## src/rtl/pair_det_pkg.sv

```systemverilog
// ============================================================================
// Module  : pair_det_pkg
// Brief   : Shared state encodings and round-robin helper for pair_det_arbiter.
// Revision: 1.0
// ============================================================================
`default_nettype none

package pair_det_pkg;

  typedef enum logic [1:0] {
    IDLE  = 2'b00,
    SHIFT = 2'b01,
    DONE  = 2'b10
  } ctrl_state_t;

  typedef enum logic [1:0] {
    S_NONE = 2'b00,
    S_ONE  = 2'b01,
    S_ZERO = 2'b10
  } det_state_t;

  function automatic int rr_next(input int idx, input int n);
    return (idx >= n - 1) ? 0 : idx + 1;
  endfunction

endpackage

`default_nettype wire

```

## src/rtl/pair_detect_core.sv

```systemverilog
// ============================================================================
// Module  : pair_detect_core
// Brief   : Serial Mealy equal-pair detector; PAIR_OVERLAP_EN keeps state on match.
// Revision: 1.0
// ============================================================================
`default_nettype none

module pair_detect_core
  import pair_det_pkg::*;
(
  input  logic clk,
  input  logic rst,
  input  logic clr,
  input  logic en,
  input  logic bit_in,
  output logic match
);

  det_state_t r_state;
  det_state_t w_next;
  logic       w_hit;

  always_comb begin
    w_hit  = 1'b0;
    w_next = r_state;
    case (r_state)
      S_ONE:   w_hit = bit_in;
      S_ZERO:  w_hit = ~bit_in;
      default: w_hit = 1'b0;
    endcase
    if (en) begin
      // The unused 2'b11 encoding falls back to S_NONE.
      if (r_state != S_NONE && r_state != S_ONE && r_state != S_ZERO) begin
        w_next = S_NONE;
      end else if (w_hit) begin
`ifdef PAIR_OVERLAP_EN
        w_next = r_state;
`else
        w_next = S_NONE;
`endif
      end else begin
        w_next = bit_in ? S_ONE : S_ZERO;
      end
    end
  end

  always_ff @(posedge clk) begin
    if (rst || clr) begin
      r_state <= S_NONE;
    end else begin
      r_state <= w_next;
    end
  end

  assign match = en & w_hit;

endmodule

`default_nettype wire

```

## src/rtl/pair_det_arbiter.sv

```systemverilog
// ============================================================================
// Module  : pair_det_arbiter
// Brief   : Round-robin sharing of one serial pair detector (option: PAIR_OVERLAP_EN).
// Revision: 1.0
// ============================================================================
`default_nettype none

module pair_det_arbiter
  import pair_det_pkg::*;
#(
  parameter int NREQ  = 4,
  parameter int WIDTH = 8
) (
  input  logic                       clk,
  input  logic                       rst,
  input  logic [NREQ-1:0]            req,
  input  logic [NREQ*WIDTH-1:0]      data,
  output logic [NREQ-1:0]            gnt,
  output logic                       busy,
  output logic                       done,
  output logic [$clog2(NREQ)-1:0]    done_id,
  output logic [$clog2(WIDTH+1)-1:0] match_cnt
);

  localparam int ID_W  = $clog2(NREQ);
  localparam int CNT_W = $clog2(WIDTH + 1);
  localparam int BIT_W = $clog2(WIDTH);

  ctrl_state_t      r_state;
  ctrl_state_t      w_state_next;
  logic [NREQ-1:0]  r_gnt;
  logic [NREQ-1:0]  w_gnt_oh;
  logic [WIDTH-1:0] r_word;
  logic [WIDTH-1:0] w_sel_word;
  logic [ID_W-1:0]  r_ptr;
  logic [ID_W-1:0]  r_id;
  logic [ID_W-1:0]  w_pick;
  logic [BIT_W-1:0] r_bit_cnt;
  logic [CNT_W-1:0] r_cnt;
  logic             w_start;
  logic             w_en;
  logic             w_match;
  int               w_idx;

  assign w_start = (r_state == IDLE) && (|req);
  assign w_en    = (r_state == SHIFT);

  // Walk from the highest offset down so the last hit is the one nearest r_ptr.
  always_comb begin
    w_pick = '0;
    w_idx  = 0;
    for (int k = NREQ - 1; k >= 0; k--) begin
      w_idx = int'(r_ptr) + k;
      if (w_idx >= NREQ) w_idx -= NREQ;
      if (req[w_idx[ID_W-1:0]]) w_pick = w_idx[ID_W-1:0];
    end
  end

  always_comb begin
    w_sel_word       = '0;
    w_gnt_oh         = '0;
    w_gnt_oh[w_pick] = 1'b1;
    for (int i = 0; i < NREQ; i++) begin
      if (w_pick == ID_W'(i)) w_sel_word = data[i*WIDTH +: WIDTH];
    end
  end

  always_ff @(posedge clk) begin
    if (rst) begin
      r_state <= IDLE;
    end else begin
      r_state <= w_state_next;
    end
  end

  always_comb begin
    w_state_next = r_state;
    case (r_state)
      IDLE:    if (|req) w_state_next = SHIFT;
      SHIFT:   if (r_bit_cnt == BIT_W'(WIDTH - 1)) w_state_next = DONE;
      DONE:    w_state_next = IDLE;
      default: w_state_next = IDLE;
    endcase
  end

  always_ff @(posedge clk) begin
    if (rst) begin
      r_ptr     <= '0;
      r_gnt     <= '0;
      r_word    <= '0;
      r_id      <= '0;
      r_bit_cnt <= '0;
      r_cnt     <= '0;
    end else begin
      case (r_state)
        IDLE: begin
          if (|req) begin
            r_gnt     <= w_gnt_oh;
            r_word    <= w_sel_word;
            r_id      <= w_pick;
            r_bit_cnt <= '0;
            r_cnt     <= '0;
            r_ptr     <= ID_W'(rr_next(int'(w_pick), NREQ));
          end
        end
        SHIFT: begin
          r_word    <= {r_word[WIDTH-2:0], 1'b0};
          r_bit_cnt <= r_bit_cnt + BIT_W'(1);
          if (w_match) r_cnt <= r_cnt + CNT_W'(1);
        end
        default: r_gnt <= '0;
      endcase
    end
  end

  pair_detect_core u_core (
    .clk    (clk),
    .rst    (rst),
    .clr    (w_start),
    .en     (w_en),
    .bit_in (r_word[WIDTH-1]),
    .match  (w_match)
  );

  assign gnt       = r_gnt;
  assign busy      = (r_state != IDLE);
  assign done      = (r_state == DONE);
  assign done_id   = r_id;
  assign match_cnt = r_cnt;

endmodule

`default_nettype wire

```

## config.mk

```make
export PLATFORM = sky130hd
export DESIGN_NAME = pair_det_arbiter
export DESIGN_NICKNAME = d
export VERILOG_FILES = /design/src/rtl/pair_det_pkg.sv /design/src/rtl/pair_detect_core.sv /design/src/rtl/pair_det_arbiter.sv
export SDC_FILE = /design/constraint.sdc
export NUM_CORES = 1
export LEC_CHECK = 0
export ABC_CLOCK_PERIOD_IN_PS = 2380
export CAP_MARGIN = 30
export CORE_ASPECT_RATIO = 1.75
export CORE_MARGIN = 2
export CORE_UTILIZATION = 41
export DETAILED_ROUTE_END_ITERATION = 10
export PLACE_DENSITY = 0.73
export SETUP_SLACK_MARGIN = 0.1
export SLEW_MARGIN = 10
export SYNTH_ARGS = -nofsm -noshare
export SYNTH_HDL_FRONTEND = slang
export SYNTH_SLANG_ARGS = --single-unit
```

## constraint.sdc

```tcl
create_clock -name clk -period 2.38 [get_ports clk]
set_input_delay 0.357 -clock clk [delete_from_list [all_inputs] [get_ports clk]]
set_output_delay 0.357 -clock clk [all_outputs]
set_load 0.05 [all_outputs]
```

==> flow_metrics.tcl <==
set metrics [dict create \
    drt-total-wl_um 3710 \
    critical_path.cell_chain "or2_1 > clkdlybuf4s50_1" \
    pwr_density_cell_nw_per_um2 555 \
    slew_limit_fails 0 \
    synth_simple_gate_area_share_pct 22.6 \
    gr-usage-all-layers_pct 19.6 \
    main_combinational_cell_family_by_area_after_synthesis "compound AO/OA/AOI/OAI gates" \
    synth_largest_type_area_fraction_pct 35.3 \
    synth_xor_area_share_pct 1.14 \
    post_route_cells_drive_above_1_share_pct 11.8 \
    timing.critical_path.buf_inv 1 \
    gpl.final_weighted_congestion 0.823 \
    slowest_delay_ps 850 \
    synthesized_area_fraction_occupied_by_ao_oa_aoi_and_oai_cells_pct 24.3 \
    postSynthRegisterBits 27 \
    drt_first_iter_violations 23 \
    grt_setup_unrepaired "false" \
    route.detailed.drc 0 \
    postSynth.asyncResetShare_pct 0 \
    achievable-frequency_ghz 0.451 \
    synth-seq-area-share_pct 35.3 \
    outcome "finished clean" \
    filler_cell_count 321 \
    synthMuxAreaShare_pct 4.66 \
    floorplan.die_area_um2 4260 \
    synth_top_cell_by_area "sky130_fd_sc_hd__dfxtp_1" \
    route.antenna.remaining_nets 0 \
    end_kind "output pin" \
    die_x_um 50.2 \
    yosys.cell_types.count 39 \
    synthFlopType "sky130_fd_sc_hd__dfxtp_1" \
    clock-sinks 27 \
    layout_min_cycle_time_ps 2220 \
    finish.cell_count_without_fillers 283 \
    crit_fanout 8 \
    ir_drop_mv 0.497 \
    initial_utilization_pct 42.6 \
    p_leak_nw 0.834 \
    cts_made_buffers 3 \
    syn_avg_cell_area_um2 8.37 \
    leading_cell_type_by_number_of_instances_after_synthesis "sky130_fd_sc_hd__dfxtp_1" \
    grt_start_max_net_pins 18 \
    timing.hold.worst.class "register to register" \
    start_kind "register" \
    first_global_vias 1518 \
    clk_pin_slew_worst_paths_ps 90 \
    std_cell_rows 29 \
    max-clock-path-buffers 2 \
    slew_headroom_pct 66.3 \
    crit_type "register to output pin" \
    timing_hold_violations_final 0 \
    number_of_nets_in_the_synthesized_netlist 228 \
    worst_clock_skew_ps 2.29 \
    timing.critical_path.required_ps 2020 \
    path_delay_family "buffers and inverters" \
    wire_per_inst_um 13.1 \
    placement.io_buffers 49 \
    fin_crit_sh_pct 93.1 \
    cts_root_buffer "sky130_fd_sc_hd__clkbuf_8" \
    post-dp-hpwl_um 2930 \
    grt_pass1_wl_um 6630 \
    critPathArrivalTime_ps 1860 \
    synthesis.instances 183 \
    initial_antenna_violation_count 0 \
    drv_cap 0 \
    synth_area_um2 1530 \
    area_growth_syn_to_layout_pct 43.8 \
    drt_pre_antenna_iters 3 \
    post-layout-total-power_mw 1.22 \
    timing_worst_slew_pin_value_ps 504 \
    coreArea_um2 3590 \
    antenna_cells 0 \
    synth_fa_ha_area_share_pct 5.72 \
    route.detailed.vias_per_inst 5.24 \
    critical_path.slowest_cell "sky130_fd_sc_hd__clkdlybuf4s50_1" \
    global_route.overflow_total 0 \
    nNetsFinal 283 \
    final.hold.worst_slack_ps 465 \
    synth-warning-count 0 \
    ctsHtreeMaxLevel 1 \
    top_level_ports 50 \
    setup-violations-final 0 \
    post_synth_most_frequent_cells "sky130_fd_sc_hd__dfxtp_1 (27), sky130_fd_sc_hd__nand2_1 (21), sky130_fd_sc_hd__a21oi_1 (20), sky130_fd_sc_hd__nor2_1 (11), sky130_fd_sc_hd__o211ai_1 (10)" \
    synth_top_cells_by_area "sky130_fd_sc_hd__dfxtp_1 (35%), sky130_fd_sc_hd__a21oi_1 (6.5%), sky130_fd_sc_hd__ha_1 (5.7%)" \
    insertion_delay_ps 270 \
    num_vias 1483 \
    placed_instance_count 279 \
    die_height_um 84.9 \
    number_of_enable_flip_flop_cells_after_synthesis 0 \
    cts_tree "yes" \
]
[path summary, 6_finish.rpt]
kind / startpoint / endpoint / slack (ps) / depth (start not counted)
worst max-delay path: r_state[1] / busy / 160 / 2
worst min register to register: done_id[1] / done_id[1] / 460 / 2
worst min-delay path: done_id[1] / done_id[1] / 460 / 2
worst max register to register: r_ptr[1] / r_word[6] / 330 / 9
[layer usage]
layer	routed length, µm	up-vias	GRT usage [%]
met4	57	0	7.58
met5	0	-	0
met2	1960	30	35.3
met1	1590	683	23.3
met3	98	4	1.76
li1	-	766	-
[area by class of cell]
| type | count | area, µm² | share of cell area (%) |
|---|---|---|---|
| repair buffers | 63 | 621 | 28.2 |
| multi-input cells | 137 | 916 | 41.6 |
| flip-flops and latches | 27 | 541 | 24.5 |
| inverters | 6 | 22.5 | 1.02 |
| well taps | 46 | 57.6 | 2.61 |
| clock buffers | 4 | 45.0 | 2.05 |
[what timing repair did]
item	4_1_cts	5_1_grt
setup buffers	0	0
gates resized for setup	0	8
hold buffers	0	0
endpoints found under the setup margin	0	8
[kinds of logic after synthesis]
family	Yosys count
AOI/OAI and AO/OA	55
xor gates and xnor gates	2
buffers and inverters	19
muxes	7
DFF	27
and+or+nand+nor	66
adders and majority gates	7
[cell usage in the layout, fill, tap and decap left out, types with 2 or more instances in the layout]
| cell type | instances |
|---|---|
| sky130_fd_sc_hd__ha_2 | 3 |
| sky130_fd_sc_hd__nand2_1 | 21 |
| sky130_fd_sc_hd__dfxtp_1 | 27 |
| sky130_fd_sc_hd__mux2i_1 | 6 |
| sky130_fd_sc_hd__ha_1 | 4 |
| sky130_fd_sc_hd__o2111ai_1 | 6 |
| sky130_fd_sc_hd__a21oi_1 | 19 |
| sky130_fd_sc_hd__nor3b_1 | 4 |
| sky130_fd_sc_hd__nand2b_1 | 8 |
| sky130_fd_sc_hd__inv_1 | 5 |
| sky130_fd_sc_hd__nor2b_1 | 2 |
| sky130_fd_sc_hd__nor2_1 | 11 |
| sky130_fd_sc_hd__o21ai_0 | 3 |
| sky130_fd_sc_hd__clkbuf_8 | 3 |
| sky130_fd_sc_hd__or2_1 | 2 |
| sky130_fd_sc_hd__buf_4 | 12 |
| sky130_fd_sc_hd__nand3_1 | 3 |
| sky130_fd_sc_hd__nor3_1 | 9 |
| sky130_fd_sc_hd__o211ai_1 | 10 |
| sky130_fd_sc_hd__a22oi_1 | 6 |
| sky130_fd_sc_hd__clkdlybuf4s50_1 | 49 |
| sky130_fd_sc_hd__buf_12 | 2 |
| sky130_fd_sc_hd__xor2_1 | 2 |
[worst min-delay path: stages (launching register included)]
cell	delay, ps
sky130_fd_sc_hd__dfxtp_1	320
sky130_fd_sc_hd__nand2_1	50
sky130_fd_sc_hd__a21oi_1	50
[flip-flops by register name, summed over array words and instances (netlist names)]
signal and flops:
r_word 8, done_id 2, gnt 4, u_core.r_state 2, match_cnt 4, r_state 2
r_ptr 2, r_bit_cnt 3
[through the flow]
stage	setup slack [ps]	utilization, %	setup TNS, ps	instance area [µm²]
2_1_floorplan	127	-	0	1530
3_3_place_gp	-112	59.5	-480	2140
3_5_place_dp	-147	59.5	-1010	2140
4_1_cts	135	60.7	0	2180
5_1_grt	104	61.3	0	2200
6_report	163	61.3	0	2200
[report_power, final]
part,leakage (nW),internal [mW],switching (mW)
Sequential,0.221,0.494,0.0317
Clock,0.0228,0.120,0.135
Combinational,0.591,0.218,0.224
Note: power is estimated with default switching activity, not from simulation.
